**src/rtl/alu_cmd_stage.sv**
```systemverilog
// Command FIFO in front of a combinational 4-bit ALU, with a registered
// result stage (valid/ready) and a sticky illegal-opcode flag.
module alu_cmd_stage #(
  parameter int DEPTH = 4
) (
  input  logic                    clk,
  input  logic                    rst_n,
  input  logic                    cmd_valid,
  output logic                    cmd_ready,
  input  logic [2:0]              cmd_a,
  input  logic [3:0]              cmd_b,
  input  logic [2:0]              cmd_op,
  output logic [2:0]              alu_a,
  output logic [3:0]              alu_b,
  output logic [2:0]              alu_opcode,
  input  logic [3:0]              alu_result,
  output logic                    res_valid,
  input  logic                    res_ready,
  output logic [3:0]              res_data,
  output logic [2:0]              res_op,
  output logic [$clog2(DEPTH):0]  level,
  output logic                    err_sticky,
  input  logic                    err_clr
);

  localparam int PTR_W = $clog2(DEPTH);
  localparam int LVL_W = PTR_W + 1;
  localparam int ENT_W = 10;

  logic [ENT_W-1:0] mem_q [DEPTH];
  logic [PTR_W-1:0] wr_ptr_q, wr_ptr_d;
  logic [PTR_W-1:0] rd_ptr_q, rd_ptr_d;
  logic [LVL_W-1:0] level_q, level_d;
  logic             res_valid_q, res_valid_d;
  logic [3:0]       res_data_q, res_data_d;
  logic [2:0]       res_op_q, res_op_d;
  logic             err_q, err_d;

  logic             push;
  logic             issue;
  logic             out_free;
  logic             fifo_empty;
  logic [ENT_W-1:0] head;
  logic [2:0]       head_op;

  assign fifo_empty = (level_q == '0);
  assign cmd_ready  = (level_q != LVL_W'(DEPTH));
  assign push       = cmd_valid && cmd_ready;
  assign out_free   = !res_valid_q || res_ready;
  assign issue      = !fifo_empty && out_free;
  assign head       = mem_q[rd_ptr_q];
  assign head_op    = head[2:0];

  // Stage 0: FIFO head presented to the ALU (zeros when nothing is queued)
  always_comb begin
    alu_a      = '0;
    alu_b      = '0;
    alu_opcode = '0;
    if (!fifo_empty) begin
      alu_a      = head[9:7];
      alu_b      = head[6:3];
      alu_opcode = head_op;
    end
  end

  always_comb begin
    wr_ptr_d = wr_ptr_q;
    rd_ptr_d = rd_ptr_q;
    level_d  = level_q;
    if (push)
      wr_ptr_d = wr_ptr_q + PTR_W'(1);
    if (issue)
      rd_ptr_d = rd_ptr_q + PTR_W'(1);
    case ({push, issue})
      2'b10:   level_d = level_q + LVL_W'(1);
      2'b01:   level_d = level_q - LVL_W'(1);
      default: level_d = level_q;
    endcase
  end

  // Stage 1: result capture; data and opcode hold once consumed
  always_comb begin
    res_valid_d = res_valid_q;
    res_data_d  = res_data_q;
    res_op_d    = res_op_q;
    err_d       = err_q;
    if (issue) begin
      res_valid_d = 1'b1;
      res_data_d  = alu_result;
      res_op_d    = head_op;
    end else if (res_valid_q && res_ready) begin
      res_valid_d = 1'b0;
    end
    if (err_clr)
      err_d = 1'b0;
    // A fresh illegal issue overrides a same-cycle clear
    if (issue && (head_op > 3'd4))
      err_d = 1'b1;
  end

  always_ff @(posedge clk) begin
    if (push)
      mem_q[wr_ptr_q] <= {cmd_a, cmd_b, cmd_op};
  end

  always_ff @(posedge clk or negedge rst_n) begin
    if (!rst_n) begin
      wr_ptr_q    <= '0;
      rd_ptr_q    <= '0;
      level_q     <= '0;
      res_valid_q <= 1'b0;
      res_data_q  <= '0;
      res_op_q    <= '0;
      err_q       <= 1'b0;
    end else begin
      wr_ptr_q    <= wr_ptr_d;
      rd_ptr_q    <= rd_ptr_d;
      level_q     <= level_d;
      res_valid_q <= res_valid_d;
      res_data_q  <= res_data_d;
      res_op_q    <= res_op_d;
      err_q       <= err_d;
    end
  end

  assign level      = level_q;
  assign res_valid  = res_valid_q;
  assign res_data   = res_data_q;
  assign res_op     = res_op_q;
  assign err_sticky = err_q;

endmodule

```
**config.mk**
```make
export PLATFORM = sky130hd
export DESIGN_NAME = alu_cmd_stage
export DESIGN_NICKNAME = d
export VERILOG_FILES = /design/src/rtl/alu_cmd_stage.sv
export SDC_FILE = /design/constraint.sdc
export NUM_CORES = 1
export LEC_CHECK = 0
export CORE_ASPECT_RATIO = 1.25
export CORE_MARGIN = 10
export CORE_UTILIZATION = 51
export DETAILED_ROUTE_END_ITERATION = 12
export GPL_ROUTABILITY_DRIVEN = 0
export PLACE_DENSITY = 0.78
export SKIP_LAST_GASP = 1
export SLEW_MARGIN = 20
export SYNTH_ARGS = -nofsm -noshare
export SYNTH_HDL_FRONTEND = slang
export SYNTH_SLANG_ARGS = --single-unit
```
**constraint.sdc**
```tcl
create_clock -name clk -period 2.4 [get_ports clk]
set_input_delay 0.36 -clock clk [delete_from_list [all_inputs] [get_ports clk]]
set_output_delay 0.36 -clock clk [all_outputs]
set_load 0.005 [all_outputs]
```
==> flow_summary_export.csv, run 1 <==
group,metric,value,unit
status,status,"finished clean",
routing,drt_wl_total,4370,um
power,ir_drop,0.000750,V
placed_design,pre_cts_ws,0.129,ns
cts,ctsHoldBuffers,0,
die,die-width,80.1,um
worst_setup_path,worst_r2r_path_depth,9,
timing,rsz0062_at_grt,"true",
die,core_area,4390,sq um
synth,syn_avg_cell_area,18.9,sq um
worst_setup_path,critPathMaxFanout,11,
synth,syn_inst,122,
worst_setup_path,reg2reg_from,"level[0]$_DFFE_PN0P_",
synth,synth_seq_area_share,69.5,%
routing,wl_per_cell,18.7,um
placed_design,dp.final_hpwl,3150,um
global_route,antenna_found_initial,0,
routing,ant_nets,0,
routing,drt_iter0_drc,76,
layout,fillers,328,
die,initial_core_util,52.5,%
layout,synthToLayoutAreaGrowth,27.7,%
routing,drc,0,
die,dieArea,7630,sq um
timing,worstMarginPinSlew,0.730,ns
worst_setup_path,critPathArrivalTime,2.00,ns
timing,finalSetupViolCount,0,
timing,slew_violations,0,
layout,layout_commonest_cell,"clkdlybuf4s50_1",
global_route,grt_pass1_wl,6890,um
cts,clock_sinks,56,
routing,drtPass1Iterations,3,
worst_setup_path,worstPathRequired,2.04,ns
die,die_h,95.2,um
worst_setup_path,startpoint,"rd_ptr_q[0]$_DFFE_PN0P_",
global_route,grt_util_all_layers,12.3,%
routing,vias,1190,
routing,detail_route.vias_per_cell,5.11,
flow_run,cap_violations,0,
timing,hold_violations,0,
worst_setup_path,r2r_slack,0.14,ns
layout,nNetsFinal,199,
cts,cts_tree,"yes",
global_route,grt_overflow,0,
layout,drive_above_1_share,21.7,%
global_route,grt_pass1_vias,1354,
global_route,grt_max_degree,18,
power,p_leak,1.11,nW
worst_setup_path,critPathKind,"reg -> out",
synth,yosysUniqueCellTypes,24,
timing,fin_crit_sh,98.3,%
power,power_density,1250,nW/um^2
layout,final_cell_mix,"clkdlybuf4s50_1 (41), edfxtp_1 (40), dfrtp_1 (16)",
worst_setup_path,end_kind,"primary output",
timing,fmax,0.424,GHz
worst_setup_path,r2r-end,"level[2]$_DFFE_PN0P_",
cts,numCtsBuffers,5,
layout,multi_input_area,649,sq um
placed_design,portBuffers,41,
timing,finClkSkew,0.00423,ns
cts,path_clk_slew,0.09,ns
synth,synth-warning-count,0,
die,ioPinCount,42,
hold_path,hp-class,"in -> async",
cts,clk_path_buf_depth,2,
timing,setup_slack,0.0416,ns
cts,root_buffer,"clkbuf_8",
layout,stdcell_count,233,
layout,regArea,1600,sq um
synth,synth_fp_nets,147,
synth,ys_ff_latch,56,
synth,syn_area,2310,sq um
timing,period_minus_slack,2.36,ns
placed_design,dp.cells,221,
layout,antenna_cells,0,
power,power,0.00367,W
worst_setup_path,critPathLaunchType,"register",
cts,clk_latency,0.31,ns
cts,htree_levels,2,
die,rows,27,
timing,timing.max_slew.rel_slack,51.2,%
## logic make-up after synthesis
kind of cell    synth area share [%]
flops                           69.5
simple gates                    6.35
mux                             15.2
buf+inv                         2.50
xor+xnor                        2.28
fa+ha+maj                       3.58
compound gates                 0.597
## worst max path at each step
stage	depth (start not counted)	end	slack [ns]
after floorplan	9	level[2]$_DFFE_PN0P_	0.26
after CTS	4	alu_opcode[2]	0.001
after global routing	4	alu_opcode[2]	-0.04
after global placement	9	level[2]$_DFFE_PN0P_	0.19
after detailed placement	9	level[2]$_DFFE_PN0P_	0.13
final	4	alu_opcode[2]	0.04
## through the flow
| stage | setup TNS [ns] | utilization, % | hold slack [ns] | cell area, sq um |
|---|---|---|---|---|
| after floorplan | 0 | - | 0.0644 | 2310 |
| after global placement | 0 | 63.8 | 0.492 | 2800 |
| after detailed placement | 0 | 63.8 | 0.493 | 2800 |
| after CTS | 0 | 66.8 | 0.499 | 2930 |
| after global routing | -0.0918 | 67.0 | 0.519 | 2940 |
| final | 0 | 67.0 | 0.480 | 2940 |
## worst max-delay path, stage by stage (launching register included)
cell             delay [ns]
dfrtp_1                0.38
buf_12                 0.16
mux4_2                 0.53
and2_1                 0.17
clkdlybuf4s50_1        0.45
## layer usage
layer	vias to the layer above	wire, um	GRT usage, %	share of wire, %
met3	7	164	3.58	3.8
li1	557	-	-	-
met4	0	89	6.18	2.0
met5	-	0	0	0
met1	608	1610	12.5	37
met2	18	2500	22.3	57
## Yosys cell counts (all sizes together)
cell type | instances | share of area, %
edfxtp | 40 | 52
dfrtp | 16 | 17
and2 | 12 | 3.5
mux4 | 10 | 9.8
mux2 | 8 | 5.0
inv | 7 | 1.1
ha | 5 | 2.7
and3 | 4 | 1.1
buf | 3 | 1.2
xnor2 | 3 | 1.1
xor2 | 3 | 1.1
nand2b | 2 | 0.54
clkbuf | 1 | 0.16
fa | 1 | 0.87
mux2i | 1 | 0.43
nand3 | 1 | 0.22
nor2 | 1 | 0.16
o2111ai | 1 | 0.38
o21ai | 1 | 0.22
or3 | 1 | 0.49
or3b | 1 | 0.38
## registers in the layout (all words and copies together) (netlist names)
signal      count
err_sticky      1
level           3
mem_q          40
wr_ptr_q        2
res_valid       1
rd_ptr_q        2
res_op          3
res_data        4
## where the power goes
part / switching, W / internal [W] / total, W / leakage, nW
Combinational: 0.000620 / 0.00101 / 0.00163 / 0.506
Clock: 0.000294 / 0.000309 / 0.000603 / 0.0541
Sequential: 0.000122 / 0.00132 / 0.00144 / 0.551
## final cells by class
| class | count | share of cell area, % |
|---|---|---|
| tap | 58 | 2.46 |
| sequential | 56 | 54.4 |
| clock inverter | 3 | 1.44 |
| clock buffer | 5 | 2.34 |
| inverter | 7 | 0.892 |
| timing repair buffer | 49 | 16.4 |
| multi-input combinational | 55 | 22.1 |
## timing repair
action	CTS	global route
hold endpoints to repair	0	0
gates resized for setup	0	1
setup buffers	3	1
endpoints found under the setup margin	3	6
(Power assumes the default switching activity.)
==> inputs of run 2 (changes only) <==
--- a/config.mk
+++ b/config.mk
@@ -5,6 +5,7 @@
 export SDC_FILE = /design/constraint.sdc
 export NUM_CORES = 1
 export LEC_CHECK = 0
+export CAP_MARGIN = 20
 export CORE_ASPECT_RATIO = 1.25
 export CORE_MARGIN = 10
 export CORE_UTILIZATION = 51
==> results of run 2 <==
Final layout, timing and power as in run 1 (identical DEF).
